===== src/rtl/flag_branch_sequencer.sv =====
// flag_branch_sequencer: owns the program counter, accepts one decoded
// instruction per valid/ready handshake and resolves jumps against the
// registered carry/zero flags. After every flag-writing ALU op it stalls
// for FLAG_LAT cycles so that c/z are current before a conditional jump.
module flag_branch_sequencer #(
    parameter int                ADDR_W   = 8,
    parameter logic [ADDR_W-1:0] RESET_PC = '0,
    parameter int                FLAG_LAT = 1
) (
    input  logic              clk,
    input  logic              rst,
    input  logic              instr_valid,
    output logic              instr_ready,
    input  logic [2:0]        op,
    input  logic [ADDR_W-1:0] target,
    input  logic              c,
    input  logic              z,
    output logic [ADDR_W-1:0] pc,
    output logic              taken,
    output logic              halted
);

    // Stall counter only has to hold FLAG_LAT-1; keep at least one bit.
    localparam int               CNT_W      = (FLAG_LAT > 1) ? $clog2(FLAG_LAT) : 1;
    localparam logic [CNT_W-1:0] STALL_INIT = CNT_W'(FLAG_LAT - 1);

    localparam logic [2:0] OP_NOP  = 3'b000;
    localparam logic [2:0] OP_JMP  = 3'b001;
    localparam logic [2:0] OP_JC   = 3'b010;
    localparam logic [2:0] OP_JZ   = 3'b011;
    localparam logic [2:0] OP_JNC  = 3'b100;
    localparam logic [2:0] OP_JNZ  = 3'b101;
    localparam logic [2:0] OP_ALU  = 3'b110;
    localparam logic [2:0] OP_HALT = 3'b111;

    typedef enum logic [1:0] {
        S_RUN,
        S_FLAG_WAIT,
        S_HALT
    } state_t;

    state_t            state, state_nxt;
    logic [ADDR_W-1:0] pc_nxt;
    logic              taken_nxt;
    logic [CNT_W-1:0]  stall_cnt, cnt_nxt;
    logic              accept;

    // Branch condition for the four conditional jumps; other ops never take.
    function automatic logic cond_met(input logic [2:0] opc, input logic cf, input logic zf);
        logic res;
        res = 1'b0;
        case (opc)
            OP_JC:   res = cf;
            OP_JZ:   res = zf;
            OP_JNC:  res = ~cf;
            OP_JNZ:  res = ~zf;
            default: res = 1'b0;
        endcase
        return res;
    endfunction

    // Ready is forced low while reset is asserted, independent of state.
    assign instr_ready = (state == S_RUN) && !rst;
    assign accept      = instr_valid && instr_ready;
    assign halted      = (state == S_HALT);

    // State register, program counter, jump pulse and stall counter.
    always_ff @(posedge clk or posedge rst) begin
        if (rst) begin
            state     <= S_RUN;
            pc        <= RESET_PC;
            taken     <= 1'b0;
            stall_cnt <= '0;
        end else begin
            state     <= state_nxt;
            pc        <= pc_nxt;
            taken     <= taken_nxt;
            stall_cnt <= cnt_nxt;
        end
    end

    // Next-state decode: instruction effects on accept, stall countdown, halt.
    always_comb begin
        state_nxt = state;
        pc_nxt    = pc;
        taken_nxt = 1'b0;
        cnt_nxt   = stall_cnt;
        case (state)
            S_RUN: begin
                if (accept) begin
                    case (op)
                        OP_NOP: pc_nxt = pc + ADDR_W'(1);
                        OP_ALU: begin
                            pc_nxt    = pc + ADDR_W'(1);
                            state_nxt = S_FLAG_WAIT;
                            cnt_nxt   = STALL_INIT;
                        end
                        OP_JMP: begin
                            pc_nxt    = target;
                            taken_nxt = 1'b1;
                        end
                        OP_JC, OP_JZ, OP_JNC, OP_JNZ: begin
                            // c/z are looked at only here, in the accept cycle.
                            if (cond_met(op, c, z)) begin
                                pc_nxt    = target;
                                taken_nxt = 1'b1;
                            end else begin
                                pc_nxt = pc + ADDR_W'(1);
                            end
                        end
                        OP_HALT: state_nxt = S_HALT;
                        default: pc_nxt = pc;
                    endcase
                end
            end
            S_FLAG_WAIT: begin
                if (stall_cnt == '0) begin
                    state_nxt = S_RUN;
                end else begin
                    cnt_nxt = stall_cnt - CNT_W'(1);
                end
            end
            S_HALT: begin
                // Frozen until reset.
                state_nxt = S_HALT;
            end
            default: state_nxt = S_RUN;
        endcase
    end

endmodule


===== config.mk =====
export PLATFORM = sky130hd
export DESIGN_NAME = flag_branch_sequencer
export DESIGN_NICKNAME = d
export VERILOG_FILES = /design/src/rtl/flag_branch_sequencer.sv
export SDC_FILE = /design/constraint.sdc
export NUM_CORES = 1
export LEC_CHECK = 0
export ABC_CLOCK_PERIOD_IN_PS = 3500
export CORE_MARGIN = 1.5
export CORE_UTILIZATION = 45
export CTS_CLUSTER_SIZE = 20
export DETAILED_ROUTE_END_ITERATION = 8
export GPL_ROUTABILITY_DRIVEN = 1
export PLACE_DENSITY = 0.91
export SKIP_LAST_GASP = 1
export SLEW_MARGIN = 40
export SYNTH_ARGS = -nofsm -noshare
export SYNTH_HDL_FRONTEND = slang
export SYNTH_SLANG_ARGS = --single-unit

===== constraint.sdc =====
create_clock -name clk -period 3.5 [get_ports clk]
set_input_delay 0.7 -clock clk [delete_from_list [all_inputs] [get_ports clk]]
set_output_delay 0.7 -clock clk [all_outputs]
set_load 0.01 [all_outputs]

Yosys cells after proc, flatten, opt, wreduce, memory -nomap -nowiden
Index checks and enable logic that the tools add are counted.
W data, S select, Z words.
{"block": "word_totals", "output_inout_bits": 11, "inputBits": 16, "ff_bits": 12}
{"block": "classes", "mux": 18, "n_eq_ne": 13, "bitwise": 2, "n_reduce_logical": 12, "addsub": 2}
{"op": "$pmux W8 S3", "count": 1}
{"op": "$eq A3 B3 Y1 const B", "count": 4}
{"op": "$mux W1", "count": 9}
{"op": "$reduce_and A3 Y1", "count": 3}
{"op": "$add A8 B1 Y8 const B", "count": 1}
{"op": "$mux W8", "count": 1}
{"op": "$eq A3 B2 Y1 const B", "count": 2}
{"op": "$pmux W2 S3", "count": 1}
{"op": "$mux W2", "count": 2}
{"op": "$ne A2 B2 Y1 const B", "count": 2}
{"op": "$pmux W1 S2", "count": 2}
{"op": "$pmux W1 S4", "count": 1}
{"op": "$pmux W2 S2", "count": 1}
{"op": "$reduce_or A4 Y1", "count": 1}
{"op": "$eq A3 B1 Y1 const B", "count": 1}
{"op": "$logic_not A3 Y1", "count": 1}
{"op": "$ne A3 B1 Y1 const B", "count": 1}
{"op": "$reduce_bool A3 Y1", "count": 1}
{"op": "$eq A2 B1 Y1 const B", "count": 1}
{"op": "$eq A2 B2 Y1 const B", "count": 1}
{"op": "$logic_and A1 B1 Y1", "count": 2}
{"op": "$logic_not A2 Y1", "count": 1}
{"op": "$ne A2 B1 Y1 const B", "count": 1}
{"op": "$not A1 Y1", "count": 2}
{"op": "other kinds (4)", "count": 4}

Longest topological paths before layout
Gate-level depths: netlist of the first run.
{"block": "depth", "ltp_word": 9, "ltp_mapped": 5, "mapped_depth_nobuf": 5}

Worst setup path after synthesis of the first run
Ideal clock, no wire load.
{"block": "synth_path", "path_kind": "in2reg", "start": "input port z", "end": "register pc[6]", "slack_ns": 1.546, "required_ns": 3.352, "arrival_time_ns": 1.806, "setup_ns": 0.148, "path_buffers": 1, "path_stages": 5, "cell_sequence": "and3b_1 > nor4_4 > buf_6 > mux2i_1 > a2bb2oi_1"}
{"block": "synth_between", "elab_chain_len": 7}
{"element": "start: declaration", "line_no": "17", "source": "input logic z,"}
{"element": "$not A1 Y1", "line_no": "56", "source": "OP_JNZ: res = ~zf;"}
{"element": "$pmux W1 S4 (*)", "line_no": "52", "source": "case (opc)"}
{"element": "$mux W1 (*)", "line_no": "91", "source": "case (op)"}
{"element": "$mux W1 (*)", "line_no": "90", "source": "if (accept) begin"}
{"element": "$mux W1 (*)", "line_no": "88", "source": "case (state)"}
{"element": "$mux W8 (*)", "line_no": "104", "source": "if (cond_met(op, c, z)) begin"}
{"element": "$pmux W8 S3 (*)", "line_no": "91"}
{"element": "end signal: assignment", "line_no": "76", "source": "pc <= pc_nxt;"}
{"element": "end: declaration", "line_no": "18", "source": "output logic [ADDR_W-1:0] pc,"}
Every way passes the cells marked *; elsewhere a longest branch is shown, timed or not. The select of a mux whose other input is x is not followed.
A chain may end at the register's enable or synchronous reset.

Worst setup path in the final report of the first run
{"block": "layout_path", "start": "input port rst", "end": "output port instr_ready"}
{"block": "layout_between", "elab_chain_len": 2}
{"element": "start: declaration", "line_no": "11", "source": "input logic rst,"}
{"element": "$logic_not A1 Y1 (no source line)"}
{"element": "$logic_and A1 B1 Y1", "line_no": "63", "source": "assign instr_ready = (state == S_RUN) && !rst;"}
{"element": "end: declaration", "line_no": "13", "source": "output logic instr_ready,"}
Every way passes these cells.

==> impl_metrics.sql, run 1 <==
INSERT INTO impl_metrics (metric_group, metric, value, unit) VALUES
('place', 'count_of_buffers_from_port_buffering', '26', ''),
('yosys', 'netlist_instances', '72', ''),
('pwr', 'power.sequential.fraction', '39.3', '%'),
('worst_hold_path', 'hold_depth', '1', ''),
('timing', 'grt_setup_unrepaired', 'false', ''),
('pwr', 'power.switching_fraction', '37.9', '%'),
('timing', 'fin_crit_sh', '73.4', '%'),
('floorplan', 'die_area', '0.00179', 'sq mm'),
('clock_tree', 'path_clk_slew', '0.07', 'ns'),
('global_route', 'met2_usage', '39.1', '%'),
('yosys', 'synth-edff-count', '0', ''),
('global_route', 'grt_pass1_wl', '3.04', 'mm'),
('detailed_routing', 'postRouteAntennaNets', '0', ''),
('pwr', 'total_switching_power', '0.000248', 'W'),
('clock_tree', 'root_buffer', 'sky130_fd_sc_hd__clkbuf_4', ''),
('yosys', 'ys_seq_area_share', '39.5', '%'),
('critical_path', 'end_kind', 'output port', ''),
('yosys', 'yosysTopAreaCell', 'sky130_fd_sc_hd__dfrtp_1', ''),
('pwr', 'power_leakage', '0.428', 'nW'),
('timing', 'max_freq', '0.389', 'GHz'),
('yosys', 'synth_top_area_share', '39.5', '%'),
('global_route', 'grt_max_degree', '12', ''),
('critical_path', 'timing.critical_path.fanout_max', '3', ''),
('global_route', 'vias_in_the_first_global_route', '673', ''),
('pwr', 'clock_share_of_power', '13.8', '%'),
('clock_tree', 'cts_max_path_buffers', '2', ''),
('worst_hold_path', 'min-delay-path-class', 'flip-flop to flip-flop', ''),
('final_layout', 'final_net_count', '119', ''),
('detailed_routing', 'detail_route.vias_per_cell', '5.89', ''),
('place', 'detailedPlacementHpwl', '1.27', 'mm'),
('pwr', 'comb_power_share', '46.9', '%'),
('yosys', 'synth.cell_area', '697', 'sq um'),
('floorplan', 'start_util', '47.4', '%'),
('timing', 'final.setup.worst_slack', '0.932', 'ns'),
('critical_path', 'critPathKind', 'input port to output port', ''),
('detailed_routing', 'num_vias', '689', ''),
('global_route', 'met3_usage', '5.17', '%'),
('clock_tree', 'number_of_clock_buffers_inserted_by_tritoncts', '3', ''),
('detailed_routing', 'dr.first_iter.drc_count', '15', ''),
('place', 'place.detailed.instances', '113', ''),
('critical_path', 'cp_data_required_time', '2.80', 'ns'),
('yosys', 'synth_fp_nets', '89', ''),
('run_status', 'outcome', 'completed', ''),
('global_route', 'grt_overflow_total', '0', ''),
('place', 'place_ws', '0.794', 'ns'),
('clock_tree', 'cts_resized', '0', ''),
('timing', 'timing.final.hold_violations', '0', ''),
('detailed_routing', 'routed_wire_length_per_instance', '15.6', 'microns'),
('global_route', 'number_of_antenna_violations_at_the_first_check_in_global_routing', '0', ''),
('clock_tree', 'worst_skew_pair.late_latency', '0.27', 'ns'),
('timing', 'finalSetupViolations', '0', ''),
('yosys', 'ys_async_sr_fraction', '100', '%'),
('global_route', 'grt_util_all_layers', '23.0', '%'),
('final_layout', 'finalNonFillerCells', '117', ''),
('clock_tree', 'post_cts_setup_repair_buffer_count', '0', ''),
('final_layout', 'fillCellCount', '125', ''),
('floorplan', 'die_width', '42.4', 'microns'),
('detailed_routing', 'drc', '0', ''),
('yosys', 'synth_area_leaders', 'sky130_fd_sc_hd__dfrtp_1 (39%), sky130_fd_sc_hd__mux2i_1 (10%), sky130_fd_sc_hd__a2bb2oi_1 (7.5%)', ''),
('timing', 'tightestPinTransition', '0.511', 'ns'),
('place', 'detailed_place.area', '973', 'sq um'),
('pwr', 'p_int', '0.000407', 'W'),
('final_layout', 'diodes', '0', ''),
('clock_tree', 'clock_sinks', '11', ''),
('detailed_routing', 'route.final.wire_length', '1.83', 'mm'),
('final_layout', 'post-route-cell-area', '0.00101', 'sq mm'),
('yosys', 'yosysWarnings', '0', ''),
('timing', 'setup-tns-final', '0', 'ns'),
('floorplan', 'fp.dieH', '42.4', 'microns'),
('yosys', 'ys.flop_type', 'sky130_fd_sc_hd__dfrtp_1', ''),
('global_route', 'grt.busiest_layer', 'met2', '');
[power groups by stage]
stage / combinational (W) / clock [W] / sequential [W]
floorplan: 0.000137 / 0 / 0.000260
global placement: 0.000294 / 0 / 0.000253
detailed placement: 0.000303 / 0 / 0.000254
CTS: 0.000308 / 0.0000905 / 0.000254
global route: 0.000332 / 0.0000985 / 0.000270
finish: 0.000307 / 0.0000902 / 0.000258
[state kept, by name (all words and copies together) (netlist names)]
register and count:
pc 8, state 2, taken 1
[placed cells by master (no fill, tap or decap), drive strengths merged, types with 2 or more instances in the layout]
master         synthesis  layout
a21oi                  7       7
a2bb2oi                6       6
a31oi                  2       2
and3                   3       3
clkbuf                 1       4
clkdlybuf4s50          0      26
dfrtp                 11      11
inv                    2       2
mux2i                  7       7
nand2                  6       6
nand3                  6       6
nor2                   3       3
nor3                   2       2
[path summary, 6_finish.rpt]
path / from / end
min in group asynchronous: rst / pc[1]
worst max register to register: state[1] / pc[0]
worst min register to register: state[0] / state[1]
worst max-delay path: rst / instr_ready
max in group asynchronous: rst / pc[6]
worst min-delay path: state[0] / state[1]
[area by class of cell]
class / count / area (sq um) / share of cell area [%]
Multi-Input combinational cell: 57 / 405 / 40.3
Sequential cell: 11 / 275 / 27.4
Timing Repair Buffer: 27 / 272 / 27.0
Clock buffer: 4 / 26.3 / 2.61
Tap cell: 16 / 20.0 / 1.99
Inverter: 2 / 7.51 / 0.746
[metrics by stage]
step / utilization (%) / hold WS, ns / power [W]
after floorplan: - / 0.449 / 0.000397
after global placement: 65.4 / 0.469 / 0.000547
after detailed placement: 66.2 / 0.478 / 0.000557
after CTS: 67.9 / 0.488 / 0.000652
after global routing: 68.4 / 0.533 / 0.000701
final: 68.4 / 0.493 / 0.000655
[metal layers]
metal  vias to the layer above  part of all wire, %
met2                        27                   53
met3                         6                  5.7
met5                         -                    0
met1                       323                   40
li1                        333                    -
met4                         0                  1.4
[synthesized netlist by cell type (2+ instances only)]
library cell and count:
sky130_fd_sc_hd__mux2i_1 7, sky130_fd_sc_hd__dfrtp_1 11, sky130_fd_sc_hd__inv_1 2, sky130_fd_sc_hd__a2bb2oi_1 6, sky130_fd_sc_hd__nand3_1 6, sky130_fd_sc_hd__nor2_1 3
sky130_fd_sc_hd__nand2_1 6, sky130_fd_sc_hd__a21oi_1 7, sky130_fd_sc_hd__and3_1 3, sky130_fd_sc_hd__a31oi_1 2, sky130_fd_sc_hd__nor3_1 2
[worst max-delay path: stages]
cell                              delay (ns)
sky130_fd_sc_hd__clkdlybuf4s50_1        0.45
sky130_fd_sc_hd__nor3_1                 0.16
sky130_fd_sc_hd__clkdlybuf4s50_1        0.56
[logic make-up (layout without fill, tap and decap cells)]
| group | Yosys count | in the layout | share of synthesized area (%) |
|---|---|---|---|
| buf+inv | 4 | 33 | 3.23 |
| compound gates | 18 | 18 | 17.2 |
| fa+ha+maj | 1 | 1 | 1.80 |
| flops | 11 | 11 | 39.5 |
| mux | 7 | 7 | 10.1 |
| simple gates | 31 | 31 | 28.2 |
Power figures use the tool's default switching activity.
==> run 2, diff against run 1 <==
ABC_CLOCK_PERIOD_IN_PS = 2500   (was 3500)
CORE_ASPECT_RATIO = 0.8   (was default)
CORE_UTILIZATION = 42   (was 45)
PLACE_DENSITY = 0.86   (was 0.91)
clock period = 2.5 ns   (was 3.5 ns; I/O delays follow)
==> run 2 against run 1 <==
First-iteration DRC count is 47% higher. Sequential share of layout area is 0.10 points lower. Setup slack worse by 0.58 ns. Clock-buffer cell count stayed put. Clock skew is 0.00054 ns lower. Global-route usage is 2.9 points lower. Register-to-register slack worse by 0.94 ns. Combinational power is 41% higher. Total power is 39% higher. Clock power is 33% higher. Sequential cell count stayed put. Sequential power is 39% higher. Largest cell class unchanged.
==> impl_metrics.sql, run 2 (synthesis results as in run 1) <==
INSERT INTO impl_metrics (metric_group, metric, value, unit) VALUES
('clock_tree', 'path_clk_slew', '0.07', 'ns'),
('floorplan', 'die_area', '0.00191', 'sq mm'),
('global_route', 'grt_pass1_wl', '2.79', 'mm'),
('final_layout', 'final_net_count', '120', ''),
('worst_hold_path', 'min-delay-path-class', 'flip-flop to flip-flop', ''),
('pwr', 'power_per_cell_area', '903', 'mW/mm^2'),
('floorplan', 'floorplan.io_pins', '27', ''),
('timing', 'grt_setup_unrepaired', 'false', ''),
('place', 'place.detailed.instances', '119', ''),
('final_layout', 'diodes', '0', ''),
('critical_path', 'end_kind', 'output port', ''),
('critical_path', 'worstPathCellList', 'clkdlybuf4s50_1 -> nor3_1 -> clkdlybuf4s50_1', ''),
('critical_path', 'arrival', '1.65', 'ns'),
('clock_tree', 'clock_sinks', '11', ''),
('critical_path', 'critical-path-max-stage-delay', '0.56', 'ns'),
('timing', 'timing_max_transition_violations_final', '0', ''),
('timing', 'timing.slew.headroom', '64.3', '%'),
('critical_path', 'worst_path_most_repeated_cell', 'sky130_fd_sc_hd__clkdlybuf4s50_1', ''),
('timing', 'period_needed', '2.15', 'ns'),
('clock_tree', 'worst_skew_pair.late_latency', '0.26', 'ns'),
('clock_tree', 'cts_max_path_buffers', '2', ''),
('floorplan', 'design.core.area', '0.00147', 'sq mm'),
('final_layout', 'top_register', 'pc', ''),
('pwr', 'power_leakage', '0.431', 'nW'),
('final_layout', 'layout_commonest_cell', 'sky130_fd_sc_hd__clkdlybuf4s50_1', ''),
('clock_tree', 'root_buffer', 'sky130_fd_sc_hd__clkbuf_4', ''),
('timing', 'tightestPinTransition', '0.528', 'ns'),
('timing', 'max_freq', '0.466', 'GHz'),
('floorplan', 'die_width', '48.5', 'microns'),
('detailed_routing', 'dr.first_iter.drc_count', '22', ''),
('clock_tree', 'post_cts_setup_repair_buffer_count', '0', ''),
('pwr', 'irDropWorstVdd', '602', 'uV'),
('clock_tree', 'cts_resized', '0', ''),
('clock_tree', 'h-tree-depth', '1', ''),
('critical_path', 'critPathSlowestCell', 'sky130_fd_sc_hd__clkdlybuf4s50_1', ''),
('detailed_routing', 'routed_wire_length_per_instance', '14.3', 'microns'),
('place', 'detailed_place.area', '983', 'sq um'),
('place', 'gp_congestion', '0.774', ''),
('detailed_routing', 'drc', '0', ''),
('timing', 'finalSetupViolations', '0', ''),
('timing', 'setup-tns-final', '0', 'ns'),
('global_route', 'vias_in_the_first_global_route', '638', ''),
('floorplan', 'start_util', '47.4', '%'),
('final_layout', 'post-route-cell-area', '0.00101', 'sq mm'),
('timing', 'skew', '0.00279', 'ns'),
('detailed_routing', 'route.final.wire_length', '1.76', 'mm'),
('critical_path', 'cp-start-kind', 'input port', ''),
('clock_tree', 'number_of_clock_buffers_inserted_by_tritoncts', '3', ''),
('run_status', 'outcome', 'completed', ''),
('final_layout', 'top_library_cells_by_usage_in_the_layout_fill_and_taps_aside', 'sky130_fd_sc_hd__clkdlybuf4s50_1 (26), sky130_fd_sc_hd__dfrtp_1 (11), sky130_fd_sc_hd__a21oi_1 (7), sky130_fd_sc_hd__mux2i_1 (7)', ''),
('floorplan', 'floorplan.rows', '12', ''),
('final_layout', 'layout_top_registers', 'pc (8), state (2), taken (1)', ''),
('detailed_routing', 'num_vias', '716', ''),
('final_layout', 'layout-area-overhead-vs-synth', '44.9', '%'),
('critical_path', 'cp_buf_inv_count', '2', ''),
('global_route', 'grt_max_degree', '17', ''),
('clock_tree', 'ctsHoldBuffers', '0', ''),
('global_route', 'number_of_antenna_violations_at_the_first_check_in_global_routing', '0', ''),
('job', 'cap_violations', '0', ''),
('clock_tree', 'cts_tree', 'yes', ''),
('final_layout', 'finalNonFillerCells', '123', ''),
('final_layout', 'fillCellCount', '130', ''),
('critical_path', 'critPathKind', 'input port to output port', ''),
('global_route', 'grt_overflow_total', '0', ''),
('place', 'count_of_buffers_from_port_buffering', '26', ''),
('final_layout', 'post_route_cells_drive_above_1_share', '8.82', '%'),
('detailed_routing', 'postRouteAntennaNets', '0', ''),
('floorplan', 'fp.dieH', '39.4', 'microns'),
('critical_path', 'timing.critical_path.fanout_max', '3', ''),
('timing', 'timing.final.hold_violations', '0', ''),
('critical_path', 'critical_path.top_delay_family', 'buffers and inverters', ''),
('timing', 'fin_crit_sh', '85.8', '%'),
('detailed_routing', 'firstDrtPassIters', '4', ''),
('detailed_routing', 'detail_route.vias_per_cell', '5.82', ''),
('global_route', 'grt_util_all_layers', '20.1', '%'),
('critical_path', 'cp_data_required_time', '2.00', 'ns'),
('final_layout', 'largest_reg_flops', '8', '');
[run 2: final timing paths]
check | start | to | slack [ns] | depth (start not counted)
min | state[0] | state[1] | 0.49 | 1
min in group asynchronous | rst | pc[1] | 0.60 | 2
max in group asynchronous | rst | pc[3] | 1.60 | 2
min reg2reg | state[0] | state[1] | 0.49 | 1
max reg2reg | state[1] | pc[4] | 0.78 | 4
max | rst | instr_ready | 0.35 | 3
[run 2: per-stage QoR]
| stage | utilization (%) | hold slack, ns | total power, W | setup slack, ns |
|---|---|---|---|---|
| global route | 68.6 | 0.504 | 0.000972 | 0.289 |
| global placement | 66.8 | 0.470 | 0.000771 | 0.284 |
| CTS | 68.6 | 0.488 | 0.000914 | 0.345 |
| finish | 68.6 | 0.485 | 0.000912 | 0.355 |
| floorplan | - | 0.352 | 0.000555 | 0.746 |
| detailed placement | 66.8 | 0.478 | 0.000787 | 0.187 |
[run 2: cell type report]
cell class / instances / area [sq um] / area share [%]
Tap cell: 21 / 26.3 / 2.60
Inverter: 2 / 7.51 / 0.743
Clock buffer: 4 / 26.3 / 2.60
Timing Repair Buffer: 28 / 275 / 27.3
Sequential cell: 11 / 275 / 27.3
Multi-Input combinational cell: 57 / 399 / 39.5
[run 2: metal layers]
layer,vias up,global-route usage (%),wire (microns),share of wire (%)
li1,339,-,-,-
met1,332,23.7,767,44
met2,43,34.4,831,47
met3,2,8.78,160,9.1
met4,0,5.00,4,0.23
met5,-,0,0,0
[run 2: report_power, final]
part	total, W	switching (W)	leakage, nW	internal, W
Sequential	0.000358	0.000109	0.130	0.000248
Combinational	0.000434	0.000174	0.287	0.000260
Clock	0.000120	0.0000587	0.0150	0.0000617
